**src/rtl/instr_fetch.sv**
```systemverilog
// Instruction fetch stage: PC register, IDLE/RUN/HALT control FSM and IF/ID pipeline register.
// Optional macro FETCH_WRAP_EN limits the PC to a 64-word instruction space.
module instr_fetch (
    input  logic        clk,
    input  logic        rst_n,
    input  logic        start,
    input  logic        halt,
    input  logic        stall,
    input  logic        branch_taken,
    input  logic [15:0] branch_target,
    input  logic [15:0] instr_in,
    output logic [15:0] pc_addr,
    output logic [15:0] ifid_instr,
    output logic [15:0] ifid_pc,
    output logic        ifid_valid,
    output logic [1:0]  fetch_state
);

    typedef enum logic [1:0] {
        ST_IDLE = 2'b00,
        ST_RUN  = 2'b01,
        ST_HALT = 2'b10
    } state_t;

    state_t      state_q, state_d;
    logic [15:0] pc_q, pc_d;
    logic [15:0] instr_q, instr_d;
    logic [15:0] ifpc_q, ifpc_d;
    logic        valid_q, valid_d;

    logic [15:0] pc_inc;
    logic [15:0] redirect_pc;

`ifdef FETCH_WRAP_EN
    // 64-entry instruction memory: upper PC bits are always zero.
    assign pc_inc      = {10'b0, pc_q[5:0] + 6'd1};
    assign redirect_pc = {10'b0, branch_target[5:0]};
`else
    assign pc_inc      = pc_q + 16'd1;
    assign redirect_pc = branch_target;
`endif

    always_comb begin
        state_d = state_q;
        pc_d    = pc_q;
        instr_d = instr_q;
        ifpc_d  = ifpc_q;
        valid_d = valid_q;
        case (state_q)
            ST_IDLE: begin
                pc_d    = 16'h0000;
                valid_d = 1'b0;
                if (start) begin
                    state_d = ST_RUN;
                end
            end
            ST_RUN: begin
                // Priority: halt over branch flush over stall hold.
                if (halt) begin
                    state_d = ST_HALT;
                    valid_d = 1'b0;
                end else if (branch_taken) begin
                    pc_d    = redirect_pc;
                    instr_d = 16'h0000;
                    ifpc_d  = 16'h0000;
                    valid_d = 1'b0;
                end else if (!stall) begin
                    pc_d    = pc_inc;
                    instr_d = instr_in;
                    ifpc_d  = pc_inc;
                    valid_d = 1'b1;
                end
            end
            ST_HALT: begin
                state_d = ST_HALT;
            end
            default: begin
                state_d = ST_IDLE;
                pc_d    = 16'h0000;
                valid_d = 1'b0;
            end
        endcase
    end

    always_ff @(posedge clk or negedge rst_n) begin
        if (!rst_n) begin
            state_q <= ST_IDLE;
            pc_q    <= 16'h0000;
            instr_q <= 16'h0000;
            ifpc_q  <= 16'h0000;
            valid_q <= 1'b0;
        end else begin
            state_q <= state_d;
            pc_q    <= pc_d;
            instr_q <= instr_d;
            ifpc_q  <= ifpc_d;
            valid_q <= valid_d;
        end
    end

    assign pc_addr     = pc_q;
    assign ifid_instr  = instr_q;
    assign ifid_pc     = ifpc_q;
    assign ifid_valid  = valid_q;
    assign fetch_state = state_q;

endmodule
```
**config.mk**
```make
export PLATFORM = sky130hd
export DESIGN_NAME = instr_fetch
export DESIGN_NICKNAME = d
export VERILOG_FILES = /design/src/rtl/instr_fetch.sv
export SDC_FILE = /design/constraint.sdc
export NUM_CORES = 1
export LEC_CHECK = 0
export ABC_CLOCK_PERIOD_IN_PS = 1700
export BUFFER_PORTS_ARGS = -buffer_cell sky130_fd_sc_hd__buf_4
export CORE_UTILIZATION = 45
export CTS_CLUSTER_DIAMETER = 60
export DETAILED_ROUTE_END_ITERATION = 16
export PLACE_DENSITY = 0.78
export SLEW_MARGIN = 20
export SYNTH_ARGS = -nofsm -noshare
export SYNTH_HDL_FRONTEND = slang
export SYNTH_SLANG_ARGS = --single-unit
```
**constraint.sdc**
```tcl
create_clock -name clk -period 1.7 [get_ports clk]
set_input_delay 0.34 -clock clk [delete_from_list [all_inputs] [get_ports clk]]
set_output_delay 0.34 -clock clk [all_outputs]
set_load 0.01 [all_outputs]
```
# After elaboration in Yosys (flattened, before gate mapping)
# Cells that the tools add are included.
dict set report totals {
  regBits 51
  in_bits 38
}
dict set report op_classes {
  n_addsub 1
  n_eq_ne 8
  n_mux 14
  bitwise 2
  reduce_logical 5
}
# operator n
set ops {}
lappend ops {{16-bit two-way mux} 6}
lappend ops {{16-bit one-hot mux with 2 select lines} 1}
lappend ops {{16-bit by 1-bit adder with 16-bit output, second input constant} 1}
lappend ops {{2-bit inequality test, second input constant} 3}
lappend ops {{2-bit one-hot mux with 3 select lines} 1}
lappend ops {{3-bit AND reduction} 2}
lappend ops {{2-bit two-way mux} 2}
lappend ops {{4-bit inequality test, second input constant} 1}
lappend ops {{2-bit AND reduction} 2}
lappend ops {{1-bit two-way mux} 3}
lappend ops {{3-bit inequality test, second input constant} 1}
lappend ops {{2-bit by 1-bit == test with 1-bit output, second input constant} 1}
lappend ops {{2-bit == test, second input constant} 1}
lappend ops {{2-bit logical NOT} 1}
lappend ops {{2-bit by 1-bit inequality test with 1-bit output, second input constant} 1}
lappend ops {{1-bit inverter} 2}
lappend ops {{1-bit one-hot mux with 2 select lines} 1}

# Logic depth before layout (Yosys ltp)
# Gate-level depths: netlist (run 1).
dict set report logic_depth {
  ltp_word 5
  ltp_mapped 8
  ltp_nobuf 7
}

# Worst setup path after synthesis (run 1)
# OpenSTA, ideal clock, no wires.
dict set report synth_path {
  kind {flip-flop to flip-flop}
  from {register state_q[1], in the netlist fetch_state[1]}
  to {register pc_q[6], in the netlist pc_addr[6]}
  arrival_time_ns 1.615
  required_time_ns 1.605
  path_slack_ns -0.011
  stages_incl_launch_ff 8
  path_buffers 0
  cell_sequence {dfrtp_1 > inv_1 > ha_1 > nor2b_1 > o21ai_0 > nor2_1 > a32oi_1 > o31ai_1}
}
dict set report synth_via {
  elab_chain_cells 3
}
# element line_no
set synth_lines {}
lappend synth_lines {{start: declaration} 25} ;# state_t state_q, state_d;
lappend synth_lines {{start signal: assignment} 93} ;# state_q <= state_d;
lappend synth_lines {{2-bit by 1-bit == test with 1-bit output or 2-bit == test (tied branches)} 49} ;# case (state_q)
lappend synth_lines {{3-bit inequality test (no source line), or another cell as far along} -}
lappend synth_lines {{3-bit AND reduction (no source line)} -}
lappend synth_lines {{end signal: assignment} 94} ;# pc_q <= pc_d;
lappend synth_lines {{end: declaration} 26} ;# logic [15:0] pc_q, pc_d;
# Several ways; a longest one is shown, not always the timed one.
# A chain may end at the register's enable or synchronous reset.

# Final worst setup path (run 1)
dict set report layout_path {
  from {register pc_q[1], in the netlist pc_addr[1]}
  to {register pc_q[14], in the netlist pc_addr[14]}
}
dict set report layout_via {
  elab_chain_cells 5
}
# element line_no
set layout_lines {}
lappend layout_lines {{16-bit by 1-bit adder with 16-bit output} 39} ;# assign pc_inc = pc_q + 16'd1;
lappend layout_lines {{16-bit two-way mux} 67} ;# end else if (!stall) begin
lappend layout_lines {{16-bit two-way mux} 62} ;# end else if (branch_taken) begin
lappend layout_lines {{16-bit two-way mux} 59} ;# if (halt) begin
lappend layout_lines {{16-bit one-hot mux with 2 select lines} 49}
# Every way passes these cells. The select of a mux whose other input is x is not followed.

==> flow_summary.html, run 1 <==
<table>
<tr><th>Metric</th><th>Value</th></tr>
<tr><th colspan="2">Clocking</th></tr>
<tr><td>H-tree depth</td><td>2</td></tr>
<tr><td>Number of clock buffers inserted by TritonCTS</td><td>5</td></tr>
<tr><td>Clk Latency, worst-skew pair</td><td>slightly below 300 ps</td></tr>
<tr><td>TritonCTS Sinks</td><td>51</td></tr>
<tr><td>Clock slew at the register clock pins of the worst setup and hold paths</td><td>approximately 80 ps</td></tr>
<tr><td>CTS tree</td><td>built</td></tr>
<tr><td>Cell chosen for the clock root</td><td>clkbuf_8</td></tr>
<tr><td>Maximum buffer depth of the clock tree</td><td>2</td></tr>
<tr><th colspan="2">Yosys</th></tr>
<tr><td>Area contributors post-synth</td><td>dfrtp_1, nand2_1, o21ai_0, xnor2_1, o31ai_1</td></tr>
<tr><td>Number of distinct library cells after synthesis</td><td>32</td></tr>
<tr><td>Top flip-flop cell by instance count after synthesis</td><td>dfrtp_1</td></tr>
<tr><td>Net Count, Synth</td><td>304</td></tr>
<tr><td>Share of synthesized flip-flops with an asynchronous set or reset</td><td>100.0%</td></tr>
<tr><td>Yosys warning count</td><td>0</td></tr>
<tr><td>Area share of the largest cell type after synthesis</td><td>between 50 and 60%</td></tr>
<tr><td>Seq cells post-synth</td><td>51</td></tr>
<tr><td>Post-synthesis instance total</td><td>262</td></tr>
<tr><td>Netlist area before placement</td><td>around 2500 um^2</td></tr>
<tr><td>Fraction of the yosys area taken by sequential cells</td><td>51.54%</td></tr>
<tr><td>Post-synthesis average cell area</td><td>roughly 9.5 um^2</td></tr>
<tr><td>Most area-hungry cell type in the Yosys netlist</td><td>dfrtp_1</td></tr>
<tr><td>Post-synth EDFFs</td><td>0</td></tr>
<tr><th colspan="2">Die</th></tr>
<tr><td>Vertical extent of the die</td><td>approximately 76 um</td></tr>
<tr><td>Standard cell core area</td><td>5205 um^2</td></tr>
<tr><td>Number of placement rows</td><td>26</td></tr>
<tr><td>Die W</td><td>76.18 um</td></tr>
<tr><td>I/O pin count</td><td>89</td></tr>
<tr><td>Effective utilization at floorplan</td><td>47.57%</td></tr>
<tr><td>Total Die Area</td><td>5803 um^2</td></tr>
<tr><th colspan="2">Final layout</th></tr>
<tr><td>Cell area after layout</td><td>3535 um^2</td></tr>
<tr><td>Count of nets after finishing</td><td>407</td></tr>
<tr><td>Leading cell type in the layout, fill and taps excluded</td><td>buf_4</td></tr>
<tr><td>Commonest cells after routing, fill and taps aside</td><td>buf_4, nand2_1, dfrtp_1</td></tr>
<tr><td>Antenna fix cells</td><td>0</td></tr>
<tr><td># fillers</td><td>437</td></tr>
<tr><td>Layout cell share with drive strength beyond 1</td><td>38.36%</td></tr>
<tr><td>Layout-stage area growth over the synthesis result</td><td>42.75%</td></tr>
<tr><td>Layout Cells excl Fill</td><td>approximately 440</td></tr>
<tr><th colspan="2">Critical path</th></tr>
<tr><td>Setup slack of the most critical reg-to-reg path</td><td>20 ps</td></tr>
<tr><td>Crit path DAT</td><td>1870 ps</td></tr>
<tr><td>Startpoint class of the critical path</td><td>flip-flop</td></tr>
<tr><td>Reg2reg path depth</td><td>6</td></tr>
<tr><td>Critical Path RT</td><td>1880 ps</td></tr>
<tr><td>Crit path kind</td><td>flip-flop to flip-flop</td></tr>
<tr><td>Worst Setup End Kind</td><td>flip-flop</td></tr>
<tr><td>Worst reg2reg endpoint</td><td>pc_addr[14]$_DFFE_PN0P_</td></tr>
<tr><td>Worst R2R Start</td><td>pc_addr[1]$_DFFE_PN0P_</td></tr>
<tr><td>Top fanout value on the critical path</td><td>5</td></tr>
<tr><th colspan="2">Timing</th></tr>
<tr><td>Clock skew</td><td>2.489 ps</td></tr>
<tr><td>Slew Limit Fails</td><td>0</td></tr>
<tr><td>Crit share post-route</td><td>approximately 99%</td></tr>
<tr><td>Max-slew headroom</td><td>57.60%</td></tr>
<tr><td>Final hold violation count</td><td>0</td></tr>
<tr><td>Final worst path period need</td><td>approximately 1700 ps</td></tr>
<tr><td>RSZ-0062 raised after global routing</td><td>true</td></tr>
<tr><td>Endpoints failing setup</td><td>0</td></tr>
<tr><td>Upper clock frequency limit</td><td>just under 0.6 GHz</td></tr>
<tr><td>Tightest Pin Transition</td><td>~640 ps</td></tr>
<tr><th colspan="2">Place</th></tr>
<tr><td>Sum of net half-perimeters after detailed placement</td><td>about 4400 um</td></tr>
<tr><td>Final weighted congestion in routability-driven placement</td><td>about 0.81</td></tr>
<tr><td>Quantity of I/O buffers inserted on ports</td><td>88</td></tr>
<tr><td>Placed insts</td><td>420</td></tr>
<tr><td>Post-DP Area</td><td>3304 um^2</td></tr>
<tr><th colspan="2">Route</th></tr>
<tr><td>Via Count</td><td>between 2000 and 2500</td></tr>
<tr><td>Routed wire per std cell</td><td>14.24 um</td></tr>
<tr><td>Total iterations of the first detailed-routing run</td><td>4</td></tr>
<tr><td>Total wirelength of the detailed-routed design</td><td>6195 um</td></tr>
<tr><td>DR DRC count</td><td>0</td></tr>
<tr><td>ANT nets after route</td><td>0</td></tr>
<tr><td>First-iteration detailed-routing DRC count</td><td>between 150 and 200</td></tr>
<tr><td>Detail-routed via count per cell</td><td>5.230</td></tr>
<tr><th colspan="2">Global routing</th></tr>
<tr><td>Total routing usage reported by global routing</td><td>21.39%</td></tr>
<tr><td>Via count of the first global-routing pass</td><td>roughly 2200</td></tr>
<tr><td>Total congestion overflow after global routing</td><td>0</td></tr>
<tr><td>Maximum number of pins on one net before global-route repair</td><td>52</td></tr>
<tr><td>Wire length of the first global-routing pass</td><td>9984 um</td></tr>
<tr><td>Initial antenna violation count</td><td>0</td></tr>
<tr><th colspan="2">Job</th></tr>
<tr><td>Count of maximum capacitance violations</td><td>0</td></tr>
<tr><th colspan="2">Power and ir drop</th></tr>
<tr><td>Largest voltage drop on the vdd net</td><td>0.7999 mV</td></tr>
<tr><td>Leakage power</td><td>1.749 nW</td></tr>
<tr><td>Total power after layout</td><td>approximately 0.0038 W</td></tr>
<tr><td>Pwr per Cell Area</td><td>1075 nW/um^2</td></tr>
<tr><th colspan="2">Worst hold path</th></tr>
<tr><td>Worst hold path type</td><td>input pin to asynchronous set/reset pin</td></tr>
<tr><th colspan="2">Outcome</th></tr>
<tr><td>Result of the run</td><td>finished clean</td></tr>
</table>
## timing repair
| action | 4_1_cts | 5_1_grt |
|---|---|---|
| cloned | 0 | 1 |
| setup buffers | 0 | 7 |
| pin swaps | 0 | 5 |
| endpoints found under the setup margin | 5 | 17 |
| gates resized for setup | 3 | 10 |
| hold buffers | 0 | 0 |
## synthesized netlist by cell type, types with 4 or more instances
cell / number
inv_1: 8
mux2_2: 4
dfrtp_1: 51
nor4_2: 4
nor2_1: 12
o21ai_1: 4
clkbuf_1: 7
xnor2_1: 10
ha_1: 4
a21oi_1: 8
o21ai_0: 35
nand2_1: 63
o31ai_1: 8
buf_2: 7
a32oi_1: 4
nand3_1: 4
a22o_1: 5
## worst max-delay path by stage
stage                                from                         to  slack, ps  cells past startpoint
4_1_cts            pc_addr[1]$_DFFE_PN0P_    pc_addr[14]$_DFFE_PN0P_         10                      6
3_5_place_dp   fetch_state[1]$_DFFE_PN0P_     ifid_pc[2]$_DFFE_PN0P_        -30                      6
2_1_floorplan  fetch_state[1]$_DFFE_PN0P_  ifid_instr[4]$_DFFE_PN0P_         10                      8
6_report           pc_addr[1]$_DFFE_PN0P_    pc_addr[14]$_DFFE_PN0P_         20                      6
5_1_grt            pc_addr[1]$_DFFE_PN0P_    pc_addr[14]$_DFFE_PN0P_        -80                      6
3_3_place_gp       pc_addr[1]$_DFFE_PN0P_    pc_addr[14]$_DFFE_PN0P_         80                      6
## layout make-up
type / count / area, um^2 / share of cell area [%]
well taps: 70 / 87.58 / 2.478
clock inverters: 1 / 5.005 / 0.1416
multi-input cells: 187 / 1181 / 33.42
flip-flops and latches: 51 / 1277 / 36.14
repair buffers: 112 / 870.8 / 24.64
inverters: 8 / 30.03 / 0.8496
clock buffers: 6 / 82.58 / 2.336
## metrics by stage
step | utilization [%] | setup TNS, ps | hold WS (ps) | setup WS, ps
2_1_floorplan | - | 0 | 44.41 | 12.68
3_3_place_gp | 63.49 | 0 | 407.1 | 76.52
3_5_place_dp | 63.49 | -54.81 | 408.0 | -30.39
4_1_cts | 65.26 | 0 | 87.66 | 9.567
5_1_grt | 67.91 | -181.8 | 116.0 | -84.38
6_report | 67.91 | 0 | 48.60 | 16.00
## per-layer routing
| layer | vias to the layer above | part of all wire [%] | wire length [um] | track usage (%) |
|---|---|---|---|---|
| li1 | 1110 | - | - | - |
| met1 | 1082 | 43 | 2663 | 27.44 |
| met2 | 79 | 50 | 3128 | 36.91 |
| met3 | 4 | 5.9 | 368 | 3.713 |
| met4 | 0 | 0.55 | 34 | 6.731 |
| met5 | - | 0 | 0 | 0 |
## registers in the layout, indices dropped and copies added (netlist names)
| register | cells |
|---|---|
| ifid_pc | 16 |
| fetch_state | 2 |
| ifid_instr | 16 |
| ifid_valid | 1 |
| pc_addr | 16 |
## critical path, cell delays in order, from the launching register on
cell and delay (ps):
dfrtp_1 460, ha_4 180, nand4_4 140, nor4_4 310, xnor2_1 170, o21ai_1 100
a22o_1 220
## cells by family (layout without fill, tap and decap cells)
group	Yosys count	in the layout	share of synthesized area [%]
mux	4	4	1.819
compound gates	68	68	16.57
xor+xnor	13	13	4.598
fa+ha+maj	4	4	2.021
flops	51	51	51.54
simple gates	98	98	19.45
buf+inv	24	127	3.992
## report_power, final
group	switching, W	internal, W	total [W]
combinational	0.000709	0.000721	0.00143
sequential	0.000188	0.00149	0.00168
clock	0.000371	0.000320	0.000691
No activity file was read; power rests on OpenSTA's default activity.
==> run 2, diff against run 1 <==
- CORE_ASPECT_RATIO: unset -> 1.75
==> flow_summary.html, run 2 (synthesized netlist as in run 1, its figures left out) <==
<table>
<tr><th>Metric</th><th>Value</th></tr>
<tr><th colspan="2">Die</th></tr>
<tr><td>Die W</td><td>58.08 um (-24%)</td></tr>
<tr><td>Effective utilization at floorplan</td><td>46.73% (-0.84 points)</td></tr>
<tr><td>I/O pin count</td><td>89 (unchanged)</td></tr>
<tr><td>Number of placement rows</td><td>35 (+35%)</td></tr>
<tr><td>Standard cell core area</td><td>5299 um^2 (+1.8%)</td></tr>
<tr><td>Vertical extent of the die</td><td>100.1 um (+31%)</td></tr>
<tr><td>Total Die Area</td><td>5815 um^2 (+0.20%)</td></tr>
<tr><th colspan="2">Critical path</th></tr>
<tr><td>Dominant delay contributor by cell family on the critical path</td><td>simple AND/OR/NAND/NOR gates</td></tr>
<tr><td>Crit path DAT</td><td>1830 ps (-40 ps)</td></tr>
<tr><td>Worst reg2reg endpoint</td><td>pc_addr[14]$_DFFE_PN0P_</td></tr>
<tr><td>Startpoint class of the critical path</td><td>flip-flop</td></tr>
<tr><td>Ordered cell list for the critical path</td><td>ha_2 -&gt; nand4_4 -&gt; nor4_4 -&gt; xnor2_1 -&gt; o21ai_0 -&gt; a22o_1</td></tr>
<tr><td>WP buf/inv</td><td>0 (unchanged)</td></tr>
<tr><td>Crit path kind</td><td>flip-flop to flip-flop</td></tr>
<tr><td>Critical Path RT</td><td>1910 ps (+30 ps)</td></tr>
<tr><td>Worst R2R Start</td><td>pc_addr[0]$_DFFE_PN0P_</td></tr>
<tr><td>Setup slack of the most critical reg-to-reg path</td><td>70 ps (+60 ps)</td></tr>
<tr><td>Worst Setup End Kind</td><td>flip-flop</td></tr>
<tr><td>Reg2reg path depth</td><td>6 (unchanged)</td></tr>
<tr><td>Top fanout value on the critical path</td><td>5 (unchanged)</td></tr>
<tr><td>Largest stage delay on the critical path</td><td>370 ps (-90 ps)</td></tr>
<tr><td>Critical-path cell with the highest stage delay</td><td>dfrtp_1</td></tr>
<tr><th colspan="2">Global routing</th></tr>
<tr><td>Initial antenna violation count</td><td>0 (unchanged)</td></tr>
<tr><td>Total routing usage reported by global routing</td><td>22.23% (+0.84 points)</td></tr>
<tr><td>Maximum number of pins on one net before global-route repair</td><td>52 (unchanged)</td></tr>
<tr><td>Wire length of the first global-routing pass</td><td>9749 um (-2.4%)</td></tr>
<tr><td>Via count of the first global-routing pass</td><td>2050 (-6.4%)</td></tr>
<tr><td>Total congestion overflow after global routing</td><td>0 (unchanged)</td></tr>
<tr><th colspan="2">Clocking</th></tr>
<tr><td>CTS tree</td><td>built</td></tr>
<tr><td>Number of clock buffers inserted by TritonCTS</td><td>5 (unchanged)</td></tr>
<tr><td>Maximum buffer depth of the clock tree</td><td>2 (unchanged)</td></tr>
<tr><td>Clk Latency, worst-skew pair</td><td>320 ps (+30 ps)</td></tr>
<tr><td>Cell chosen for the clock root</td><td>clkbuf_8</td></tr>
<tr><td>TritonCTS Sinks</td><td>51 (unchanged)</td></tr>
<tr><td>H-tree depth</td><td>2 (unchanged)</td></tr>
<tr><td>Clock slew at the register clock pins of the worst setup and hold paths</td><td>100 ps (+20 ps)</td></tr>
<tr><th colspan="2">Route</th></tr>
<tr><td>Total iterations of the first detailed-routing run</td><td>6 (+2)</td></tr>
<tr><td>Total wirelength of the detailed-routed design</td><td>6475 um (+4.5%)</td></tr>
<tr><td>DR DRC count</td><td>0 (unchanged)</td></tr>
<tr><td>Detail-routed via count per cell</td><td>5.141 (-1.7%)</td></tr>
<tr><td>Via Count</td><td>2257 (-0.79%)</td></tr>
<tr><td>First-iteration detailed-routing DRC count</td><td>95 (-42%)</td></tr>
<tr><td>ANT nets after route</td><td>0 (unchanged)</td></tr>
<tr><td>Routed wire per std cell</td><td>14.75 um (+3.6%)</td></tr>
<tr><th colspan="2">Place</th></tr>
<tr><td>Post-DP Area</td><td>3332 um^2 (+0.83%)</td></tr>
<tr><td>Sum of net half-perimeters after detailed placement</td><td>4678 um (+6.0%)</td></tr>
<tr><td>Quantity of I/O buffers inserted on ports</td><td>88 (unchanged)</td></tr>
<tr><td>Final weighted congestion in routability-driven placement</td><td>0.8669 (+6.4%)</td></tr>
<tr><th colspan="2">Timing</th></tr>
<tr><td>Final-layout setup total negative slack</td><td>0 ps (unchanged)</td></tr>
<tr><td>RSZ-0062 raised after global routing</td><td>true</td></tr>
<tr><td>Slew Limit Fails</td><td>0 (unchanged)</td></tr>
<tr><td>Clock skew</td><td>12.33 ps (+9.841 ps)</td></tr>
<tr><td>Endpoints failing setup</td><td>0 (unchanged)</td></tr>
<tr><td>Final hold violation count</td><td>0 (unchanged)</td></tr>
<tr><td>Tightest Pin Transition</td><td>651.7 ps (+15.71 ps)</td></tr>
<tr><td>Final worst path period need</td><td>1626 ps (-57.79 ps)</td></tr>
<tr><td>Crit share post-route</td><td>95.66% (-3.4 points)</td></tr>
<tr><td>Max-slew headroom</td><td>56.55% (-1.0 points)</td></tr>
<tr><td>Upper clock frequency limit</td><td>0.6149 GHz (+3.6%)</td></tr>
<tr><th colspan="2">Final layout</th></tr>
<tr><td>Layout cell share with drive strength beyond 1</td><td>37.53% (-0.82 points)</td></tr>
<tr><td>Layout-stage area growth over the synthesis result</td><td>42.34%</td></tr>
<tr><td>Count of nets after finishing</td><td>406 (-0.25%)</td></tr>
<tr><td>Share of the core filled with cells in the final layout</td><td>66.52% (-1.4 points)</td></tr>
<tr><td># fillers</td><td>449 (+2.7%)</td></tr>
<tr><td>Storage cell area</td><td>1276 um^2 (about the same)</td></tr>
<tr><td>Area occupied by multi-input gates</td><td>1152 um^2 (-2.4%)</td></tr>
<tr><td>Antenna fix cells</td><td>0 (unchanged)</td></tr>
<tr><td>Leading cell type in the layout, fill and taps excluded</td><td>buf_4</td></tr>
<tr><td>Cell area after layout</td><td>3525 um^2 (-0.28%)</td></tr>
<tr><td>Commonest cells after routing, fill and taps aside</td><td>buf_4, nand2_1, dfrtp_1</td></tr>
<tr><th colspan="2">Power and ir drop</th></tr>
<tr><td>Leakage power</td><td>1.742 nW (-0.42%)</td></tr>
<tr><td>Largest voltage drop on the vdd net</td><td>0.8185 mV (+2.3%)</td></tr>
<tr><td>Pwr per Cell Area</td><td>1110 nW/um^2 (+3.2%)</td></tr>
<tr><th colspan="2">Outcome</th></tr>
<tr><td>Result of the run</td><td>finished clean</td></tr>
<tr><th colspan="2">Job</th></tr>
<tr><td>Count of maximum capacitance violations</td><td>0 (unchanged)</td></tr>
<tr><th colspan="2">Worst hold path</th></tr>
<tr><td>Worst hold path type</td><td>input pin to asynchronous set/reset pin</td></tr>
</table>
==> run 2: timing repair <==
action / 4_1_cts / 5_1_grt
cloned: 0 / 1
buffers inserted: 0 / 3
hold endpoints to repair: 0 / 0
hold buffers: 0 / 0
endpoints found under the setup margin: 9 / 16
resized for setup: 2 / 4
==> run 2: layer usage <==
metal	vias to the layer above	track usage, %	wire length (um)
met1	1074	27.13	2526
li1	1095	-	-
met2	73	37.93	3481
met4	0	10.81	216
met3	15	2.964	250
met5	-	0	0
==> run 2: final cells by class <==
type / instances / share of cell area (%)
tap: 74 / 2.627
inverter: 8 / 0.8520
sequential: 51 / 36.21
clock inverter: 3 / 0.8165
multi-input combinational: 187 / 32.69
timing repair buffer: 111 / 24.85
clock buffer: 5 / 1.952
==> run 2: power by group <==
group / leakage (nW) / internal, W / switching (W)
logic: 0.999 / 0.000735 / 0.000754
clock network: 0.0502 / 0.000306 / 0.000446
registers: 0.692 / 0.00149 / 0.000180
total: 1.74 / 0.00253 / 0.00138
==> run 2: worst max-delay path by stage <==
stage	startpoint	endpoint	slack, ps	depth (start not counted)
2_1_floorplan	fetch_state[1]$_DFFE_PN0P_	ifid_instr[4]$_DFFE_PN0P_	10	8
3_3_place_gp	fetch_state[1]$_DFFE_PN0P_	pc_addr[10]$_DFFE_PN0P_	70	7
3_5_place_dp	fetch_state[1]$_DFFE_PN0P_	ifid_pc[11]$_DFFE_PN0P_	-30	6
4_1_cts	pc_addr[0]$_DFFE_PN0P_	pc_addr[14]$_DFFE_PN0P_	1	6
5_1_grt	pc_addr[0]$_DFFE_PN0P_	pc_addr[14]$_DFFE_PN0P_	-50	6
6_report	pc_addr[0]$_DFFE_PN0P_	pc_addr[14]$_DFFE_PN0P_	70	6
==> run 2: metrics by stage <==
stage | setup WS, ps | cells | power (W) | hold slack, ps
detailed placement | -26.29 | 427 | 0.003116 | 414.7
CTS | 1.207 | 435 | 0.003865 | 67.07
floorplan | 12.68 | 262 | 0.002334 | 44.41
finish | 73.79 | 439 | 0.003911 | 42.53
global placement | 74.35 | 427 | 0.003044 | 407.5
global route | -46.88 | 439 | 0.004136 | 94.45
